[src/rtl/traffic_junction.sv]
// -----------------------------------------------------------------------------
// traffic_junction
//
// Two-road junction controller. Sequences the north-south (NS) and east-west
// (EW) signal heads through red -> red+amber -> green -> amber -> red, with an
// all-red clearance interval before each road's red+amber. A pedestrian request
// is latched and served as an all-red WALK phase after the next amber phase
// ends. A fault request overrides everything and flashes amber on both heads.
// All phase durations are counted in clk cycles.
//
// Parameters
//   GREEN_CYCLES     green duration per road
//   AMBER_CYCLES     amber duration per road
//   RED_AMBER_CYCLES red+amber duration per road
//   ALL_RED_CYCLES   all-red clearance before each road's red+amber
//   WALK_CYCLES      pedestrian walk duration
//   FLASH_CYCLES     half-period of the fault-mode amber flash
//   CNT_W            phase counter width (every *_CYCLES is 1 .. 2**CNT_W)
//
// Ports
//   clk_i          system clock, all state changes on the rising edge
//   reset_i        asynchronous active-high reset
//   ped_req_i      pedestrian request (level or pulse), sampled on clk_i
//   fault_i        fault-mode request (level), sampled on clk_i
//   ns_lamp_o      NS head lamps {red, amber, green}
//   ew_lamp_o      EW head lamps {red, amber, green}
//   ped_walk_o     walk indication, high only during the WALK phase
//   ped_pending_o  pedestrian request latched but not yet served
// -----------------------------------------------------------------------------
module traffic_junction #(
    parameter int unsigned GREEN_CYCLES     = 8,
    parameter int unsigned AMBER_CYCLES     = 3,
    parameter int unsigned RED_AMBER_CYCLES = 2,
    parameter int unsigned ALL_RED_CYCLES   = 2,
    parameter int unsigned WALK_CYCLES      = 6,
    parameter int unsigned FLASH_CYCLES     = 4,
    parameter int unsigned CNT_W            = 8
) (
    input  logic       clk_i,
    input  logic       reset_i,
    input  logic       ped_req_i,
    input  logic       fault_i,
    output logic [2:0] ns_lamp_o,
    output logic [2:0] ew_lamp_o,
    output logic       ped_walk_o,
    output logic       ped_pending_o
);

    // Lamp encodings, {red, amber, green}
    localparam logic [2:0] LAMP_RED       = 3'b100;
    localparam logic [2:0] LAMP_RED_AMBER = 3'b110;
    localparam logic [2:0] LAMP_GREEN     = 3'b001;
    localparam logic [2:0] LAMP_AMBER     = 3'b010;
    localparam logic [2:0] LAMP_OFF       = 3'b000;

    // Counter reload values: a phase of P cycles loads P-1 on entry and
    // leaves on the edge where the counter reads zero.
    localparam logic [CNT_W-1:0] GREEN_LD     = CNT_W'(GREEN_CYCLES - 1);
    localparam logic [CNT_W-1:0] AMBER_LD     = CNT_W'(AMBER_CYCLES - 1);
    localparam logic [CNT_W-1:0] RED_AMBER_LD = CNT_W'(RED_AMBER_CYCLES - 1);
    localparam logic [CNT_W-1:0] ALL_RED_LD   = CNT_W'(ALL_RED_CYCLES - 1);
    localparam logic [CNT_W-1:0] WALK_LD      = CNT_W'(WALK_CYCLES - 1);
    localparam logic [CNT_W-1:0] FLASH_LD     = CNT_W'(FLASH_CYCLES - 1);

    typedef enum logic [3:0] {
        AR_NS = 4'd0,
        NS_RA = 4'd1,
        NS_G  = 4'd2,
        NS_A  = 4'd3,
        AR_EW = 4'd4,
        EW_RA = 4'd5,
        EW_G  = 4'd6,
        EW_A  = 4'd7,
        WALK  = 4'd8,
        FLASH = 4'd9
    } state_t;

    state_t           state_q, state_d;
    logic [CNT_W-1:0] cnt_q, cnt_d;
    logic             pending_q, pending_d;
    logic             flash_q, flash_d;
    // Where WALK hands over to: 1 -> AR_EW (walk followed NS amber),
    // 0 -> AR_NS (walk followed EW amber).
    logic             walk_to_ew_q, walk_to_ew_d;

    logic             expired;

    assign expired = (cnt_q == '0);

    // -------------------------------------------------------------------------
    // State register
    // -------------------------------------------------------------------------
    always_ff @(posedge clk_i or posedge reset_i) begin
        if (reset_i) begin
            state_q      <= AR_NS;
            cnt_q        <= ALL_RED_LD;
            pending_q    <= 1'b0;
            flash_q      <= 1'b1;
            walk_to_ew_q <= 1'b0;
        end else begin
            state_q      <= state_d;
            cnt_q        <= cnt_d;
            pending_q    <= pending_d;
            flash_q      <= flash_d;
            walk_to_ew_q <= walk_to_ew_d;
        end
    end

    // -------------------------------------------------------------------------
    // Next-state logic
    // -------------------------------------------------------------------------
    always_comb begin
        state_d      = state_q;
        cnt_d        = cnt_q;
        pending_d    = pending_q;
        flash_d      = flash_q;
        walk_to_ew_d = walk_to_ew_q;

        if (fault_i) begin
            // Fault overrides phase expiry and any pedestrian request.
            state_d   = FLASH;
            pending_d = 1'b0;
            if (state_q != FLASH) begin
                // Fresh entry: flash starts lit with a full half-period.
                cnt_d   = FLASH_LD;
                flash_d = 1'b1;
            end else if (expired) begin
                cnt_d   = FLASH_LD;
                flash_d = ~flash_q;
            end else begin
                cnt_d = cnt_q - 1'b1;
            end
        end else begin
            // Requests are only latched in the normal cycle; WALK and FLASH
            // ignore them.
            if (ped_req_i && (state_q != WALK) && (state_q != FLASH)) begin
                pending_d = 1'b1;
            end

            if (!expired) begin
                cnt_d = cnt_q - 1'b1;
            end

            case (state_q)
                AR_NS: if (expired) begin
                    state_d = NS_RA;
                    cnt_d   = RED_AMBER_LD;
                end
                NS_RA: if (expired) begin
                    state_d = NS_G;
                    cnt_d   = GREEN_LD;
                end
                NS_G: if (expired) begin
                    state_d = NS_A;
                    cnt_d   = AMBER_LD;
                end
                NS_A: if (expired) begin
                    // Only a request latched before this edge is served here;
                    // one arriving on this edge waits for the next amber.
                    if (pending_q) begin
                        state_d      = WALK;
                        cnt_d        = WALK_LD;
                        pending_d    = 1'b0;
                        walk_to_ew_d = 1'b1;
                    end else begin
                        state_d = AR_EW;
                        cnt_d   = ALL_RED_LD;
                    end
                end
                AR_EW: if (expired) begin
                    state_d = EW_RA;
                    cnt_d   = RED_AMBER_LD;
                end
                EW_RA: if (expired) begin
                    state_d = EW_G;
                    cnt_d   = GREEN_LD;
                end
                EW_G: if (expired) begin
                    state_d = EW_A;
                    cnt_d   = AMBER_LD;
                end
                EW_A: if (expired) begin
                    if (pending_q) begin
                        state_d      = WALK;
                        cnt_d        = WALK_LD;
                        pending_d    = 1'b0;
                        walk_to_ew_d = 1'b0;
                    end else begin
                        state_d = AR_NS;
                        cnt_d   = ALL_RED_LD;
                    end
                end
                WALK: if (expired) begin
                    state_d = walk_to_ew_q ? AR_EW : AR_NS;
                    cnt_d   = ALL_RED_LD;
                end
                FLASH: begin
                    // Fault released: restart with a full NS clearance.
                    state_d = AR_NS;
                    cnt_d   = ALL_RED_LD;
                    flash_d = 1'b1;
                end
                default: begin
                    // Unreachable encodings recover to a safe all-red start.
                    state_d = AR_NS;
                    cnt_d   = ALL_RED_LD;
                end
            endcase
        end
    end

    // -------------------------------------------------------------------------
    // Output decode (Moore, registered state only)
    // -------------------------------------------------------------------------
    always_comb begin
        ns_lamp_o  = LAMP_RED;
        ew_lamp_o  = LAMP_RED;
        ped_walk_o = 1'b0;

        case (state_q)
            NS_RA: ns_lamp_o = LAMP_RED_AMBER;
            NS_G:  ns_lamp_o = LAMP_GREEN;
            NS_A:  ns_lamp_o = LAMP_AMBER;
            EW_RA: ew_lamp_o = LAMP_RED_AMBER;
            EW_G:  ew_lamp_o = LAMP_GREEN;
            EW_A:  ew_lamp_o = LAMP_AMBER;
            WALK:  ped_walk_o = 1'b1;
            FLASH: begin
                ns_lamp_o = flash_q ? LAMP_AMBER : LAMP_OFF;
                ew_lamp_o = flash_q ? LAMP_AMBER : LAMP_OFF;
            end
            default: begin
                // AR_NS, AR_EW and any stray encoding show both heads red.
                ns_lamp_o = LAMP_RED;
                ew_lamp_o = LAMP_RED;
            end
        endcase
    end

    assign ped_pending_o = pending_q;

endmodule

[config.mk]
export PLATFORM = sky130hd
export DESIGN_NAME = traffic_junction
export DESIGN_NICKNAME = d
export VERILOG_FILES = /design/src/rtl/traffic_junction.sv
export SDC_FILE = /design/constraint.sdc
export NUM_CORES = 1
export LEC_CHECK = 0
export BUFFER_PORTS_ARGS = -buffer_cell sky130_fd_sc_hd__buf_2
export CELL_PAD_IN_SITES_DETAIL_PLACEMENT = 1
export CELL_PAD_IN_SITES_GLOBAL_PLACEMENT = 2
export CORE_MARGIN = 8
export CORE_UTILIZATION = 30
export DETAILED_ROUTE_END_ITERATION = 10
export PLACE_DENSITY = 0.77
export SYNTH_ARGS = -nofsm -noshare
export SYNTH_HDL_FRONTEND = slang
export SYNTH_SLANG_ARGS = --single-unit
[constraint.sdc]
create_clock -name clk_i -period 1.6 [get_ports clk_i]
set_input_delay 0.08 -clock clk_i [delete_from_list [all_inputs] [get_ports clk_i]]
set_output_delay 0.08 -clock clk_i [all_outputs]
set_load 0.01 [all_outputs]
# == Word level (Yosys, flattened, before mapping) ==
# Cells that the tools add are included.
# W data, S select, Z words.
# classes
reduce_logical,13
n_bitwise,2
mux,41
add_sub_neg,1
n_eq_ne,25
# op_table
cell,count
$mux W8,7
$mux W4,12
$pmux W4 S9,1
$pmux W8 S4,1
$ne A3 B3 Y1 const B,9
$pmux W3 S4,2
$eq A4 B3 Y1 const B,4
$mux W1,14
$reduce_and A9 Y1,1
$eq A4 B2 Y1 const B,2
$eq A4 B4 Y1 const B,2
$logic_not A8 Y1,1
$ne A2 B2 Y1 const B,4
$ne A4 B4 Y1 const B,2
$sub A8 B1 Y8 const B,1
$mux W3,2
$reduce_and A6 Y1,1
$reduce_or A2 Y1,3
$eq A4 B1 Y1 const B,1
$logic_not A4 Y1,1
$reduce_bool A2 Y1,2
$ne A3 B1 Y1 const B,1
$reduce_or A3 Y1,1
$logic_and A1 B1 Y1,2
4 further kinds,5
# totals
wordCells,87
register_bits,15
input_bits,4
output_inout_bits,8

# == Logic depth before layout (Yosys ltp) ==
# depth
word_depth,8
ltp_mapped,7
depth_no_buf,6

# == Least setup slack after synthesis ==
# OpenSTA, ideal clock, no wires.
# synth_timing
path_type,reg2reg
startpoint,register cnt_q[0]
endpoint,register walk_to_ew_q
slack_ps,-44
n_path_buf,0
arrival_ps,1519
setup_ps,125
stages_incl_launch_ff,7
t_required_ps,1475
period_less_slack_ps,1644
path_cell_list,dfstp_2 -> inv_1 -> ha_1 -> nor3b_1 -> nand2_1 -> nor3_1 -> mux2_2
# synth_via
elab_chain_len,3
word_cells_on_any_way,4
cone_classes,eq/ne (2); reduce/logical (2)
# synth_rtl
item,line,rtl
start: declaration,79,"logic [CNT_W-1:0] cnt_q, cnt_d;"
start signal: assignment,102,cnt_q <= cnt_d;
$logic_not A8 Y1 *,88,assign expired = (cnt_q == '0);
$ne A2 B2 Y1 (no source line),-,
$reduce_and A6 Y1 (no source line) *,-,
end signal: assignment,105,walk_to_ew_q <= walk_to_ew_d;
end: declaration,84,"logic walk_to_ew_q, walk_to_ew_d;"
# Mark *: on every way between the ends. The rest lies on a longest branch, timed or not.
# A chain may end at the register's enable or synchronous reset.

# == Worst setup path after layout ==
# layout_timing
startpoint,register cnt_q[1]
endpoint,register cnt_q[1]
# layout_via
elab_chain_len,4
word_cells_on_any_way,10
cone_classes,add/sub (1); mux (8); reduce/logical (1)
# layout_rtl
item,line,rtl
$sub A8 B1 Y8 or $logic_not A8 Y1 (tied branches),"131, 141, 88",
$mux W8 (on tied branches),-,
$pmux W8 S4 or $mux W8 (tied branches),"144, 123",
$mux W8 *,119,if (fault_i) begin
net cnt_d[1],79,
# Mark *: on every way through the listed nets, which the timed path passes. The rest lies on a longest branch.

==> flow_metrics.env <==
export IMPL_max_slew_margin_rel_pct=60.30
export IMPL_grt_overflow=0
export IMPL_maxCapViolCount=0
export IMPL_multi_input_area_sq_um=599.3
export IMPL_synthCells=112
export IMPL_min_period_ps=1602
export IMPL_seq_area_sq_um=380.4
export IMPL_drt_initial_drc_count=24
export IMPL_worstSetupEndpointType="flop"
export IMPL_worstSetupStartpointType="flop"
export IMPL_cp_slowest_stage_delay_ps=410
export IMPL_cts_max_path_buffers=2
export IMPL_synth_top_area_share_pct=33.81
export IMPL_cts_tree="done"
export IMPL_finalInstanceArea_sq_um=1308
export IMPL_syn_to_final_growth_pct=35.89
export IMPL_clockRootBuffer="clkbuf_4"
export IMPL_grt_max_degree=16
export IMPL_syn_avg_cell_area_sq_um=8.591
export IMPL_fillCellCount=379
export IMPL_rsz0062_at_grt="yes"
export IMPL_placement_io_buffers=11
export IMPL_path_clk_slew_ps=100
export IMPL_ys_types=38
export IMPL_violations="setup timing"
export IMPL_hold_path_startpoint="ped_req_i"
export IMPL_chipWidth_um=72.63
export IMPL_synth_seq_cells=15
export IMPL_cp_max_fo=9
export IMPL_ys_top_cells_by_count="13 x dfrtp_1, 13 x nor2_1, 10 x nand2_1, 10 x nor3_1, 7 x a21oi_1"
export IMPL_fmax_ghz=0.6243
export IMPL_grt_pass1_wl_um=4698
export IMPL_fin_cells=185
export IMPL_dp_cells=177
export IMPL_clkLatencyLatePin_ps=300
export IMPL_leakagePower_nw=0.5701
export IMPL_min_path_cells=3
export IMPL_critical_path_class="reg2reg"
export IMPL_cp_arrival_ps=1790
export IMPL_fin_ws_ps=-1.923
export IMPL_power_density_nw_per_um2=1649
export IMPL_synth_top_area_cell="dfrtp_1"
export IMPL_ff2ff_path_depth=6
export IMPL_worstPathRequired_ps=1790
export IMPL_busiest_layer="met2"
export IMPL_remaining_drc_errors=0
export IMPL_slew_viol_final=0
export IMPL_syn_area_sq_um=962.2
export IMPL_grt_pass1_vias=971
export IMPL_cp_cell_sequence="inv_2 > ha_4 > nor3b_4 > and2_4 > nor2_2 > o41a_1"
export IMPL_place_congestion=0.8314
export IMPL_tightest_slew_ps=594.8
export IMPL_vias=912
export IMPL_r2r_end="cnt_q[1]"
export IMPL_ys_seq_area_share_pct=39.27
export IMPL_peakVddDrop_mv=0.5484
export IMPL_hold_path_class="in2reg"
export IMPL_async_reset_ff_share_pct=100.0
export IMPL_r2r_setup_slack_ps=-2
export IMPL_ant_nets=0
export IMPL_power_w=0.002156
export IMPL_die_area_sq_um=5275
export IMPL_crit_slowest_cell="dfrtp_1"
export IMPL_use_met3_pct=3.297
export IMPL_syn_nets=118
export IMPL_cts_buffers=3
export IMPL_drive_above_1_share_pct=41.13
export IMPL_core_area_sq_um=3053
export IMPL_wl_per_cell_um=14.99
export IMPL_cts_max_level=1
export IMPL_antenna_found_initial=0
export IMPL_track_usage_pct=11.31
export IMPL_wl_um=2773
export IMPL_viasPerCell=4.930
export IMPL_start_util_pct=31.52
export IMPL_dpl_cell_area_sq_um=1170
export IMPL_finalHoldViolCount=0
export IMPL_place_detailed_hpwl_um=2064
export IMPL_status="complete, but fails checks"
export IMPL_drt_pass1_iter_count=4
export IMPL_diodes=0
export IMPL_grt_util_met2_pct=19.38
export IMPL_nNetsFinal=148
export IMPL_finalClockSkew_ps=4.721
export IMPL_reg2reg_from="cnt_q[1]"
export IMPL_fp_dieH_um=72.63
export IMPL_rows=20
export IMPL_io_pins=12
export IMPL_grt_util_met1_pct=13.18
export IMPL_ys_flop_type="dfrtp_1"
export IMPL_yosys_warnings=0
export IMPL_synth_area_leaders="dfrtp_1 34%, dfstp_2 5.5%, nor3_1 5.2%, nor2_1 5.1%, nand2_1 3.9%"
export IMPL_setup_viol=1
export IMPL_cts_sinks=15
export IMPL_synth_edf_count=0
export IMPL_worstHoldEndpoint="ped_pending_o"
export IMPL_fin_crit_sh_pct=100.1
==> critical path, delay by kind of cell (launching register included) <==
family          cells  cell delay, ps
compound gates      1             360
fa+ha+maj           1             120
buf+inv             1              90
flops               1             410
simple gates        3             510
==> cells by family (layout without fill, tap and decap cells) <==
family | Yosys count | after routing | synth area share (%)
compound gates | 23 | 23 | 15.09
fa+ha+maj | 2 | 2 | 2.600
xor+xnor | 7 | 7 | 6.372
mux | 1 | 1 | 1.170
buf+inv | 13 | 42 | 5.981
simple gates | 51 | 51 | 29.52
flops | 15 | 15 | 39.27
==> repair_timing <==
action	4_1_cts	5_1_grt
resized for setup	7	16
hold endpoints to repair	13	0
setup buffers	2	1
pin swaps	3	3
hold buffers	1	0
endpoints found under the setup margin	10	16
==> metal layers <==
layer / up-vias / share of wire (%)
met5: - / 0
met4: 0 / 1.1
met3: 5 / 2.1
met2: 9 / 49
met1: 449 / 47
li1: 449 / -
==> how the worst max path moves through the flow <==
| stage | from | end | depth (start not counted) | slack [ps] |
|---|---|---|---|---|
| after global routing | cnt_q[1] | walk_to_ew_q | 6 | -60 |
| after detailed placement | cnt_q[4] | cnt_q[1] | 4 | -150 |
| after global placement | cnt_q[4] | cnt_q[1] | 4 | -80 |
| after CTS | state_q[0] | ew_lamp_o[2] | 6 | 5 |
| after floorplan | cnt_q[4] | walk_to_ew_q | 4 | 20 |
| final | cnt_q[1] | cnt_q[1] | 6 | -2 |
==> where the power goes <==
group          switching [W]  internal [W]
clock network       0.000138     0.0000932
registers           0.000136      0.000503
logic               0.000635      0.000651
total               0.000909       0.00125
==> stage by stage <==
| stage | hold slack, ps | setup slack (ps) | util (%) | TNS (ps) |
|---|---|---|---|---|
| 6_report | 77.91 | -1.923 | 42.83 | -1.923 |
| 4_1_cts | 53.70 | 5.463 | 40.78 | 0 |
| 2_1_floorplan | -19.95 | 22.99 | - | 0 |
| 5_1_grt | 85.83 | -57.27 | 42.83 | -112.0 |
| 3_5_place_dp | 176.6 | -146.0 | 38.32 | -399.7 |
| 3_3_place_gp | 172.3 | -84.33 | 38.32 | -171.6 |
==> cell type report <==
class | count | share of cell area, %
multi-input combinational | 84 | 45.84
sequential | 15 | 29.09
timing repair buffer | 32 | 16.75
tap | 44 | 4.211
inverter | 6 | 2.010
clock buffer | 3 | 1.722
clock inverter | 1 | 0.3828
==> registers in the layout (all words and copies together), names as in the netlist <==
name           count
cnt_q              8
state_q            4
flash_q            1
ped_pending_o      1
walk_to_ew_q       1
==> cells in the final DEF, fill, tap and decap left out, drive strengths merged, types with 3 or more instances in the layout <==
cell type | Yosys | final
o21ai | 7 | 7
clkbuf | 5 | 3
buf | 2 | 31
inv | 6 | 5
nand2 | 10 | 10
xnor2 | 4 | 4
nor2 | 14 | 14
dfrtp | 13 | 13
a21oi | 7 | 7
nor3 | 10 | 10
xor2 | 3 | 3
Note: power is estimated with default switching activity, not from simulation.
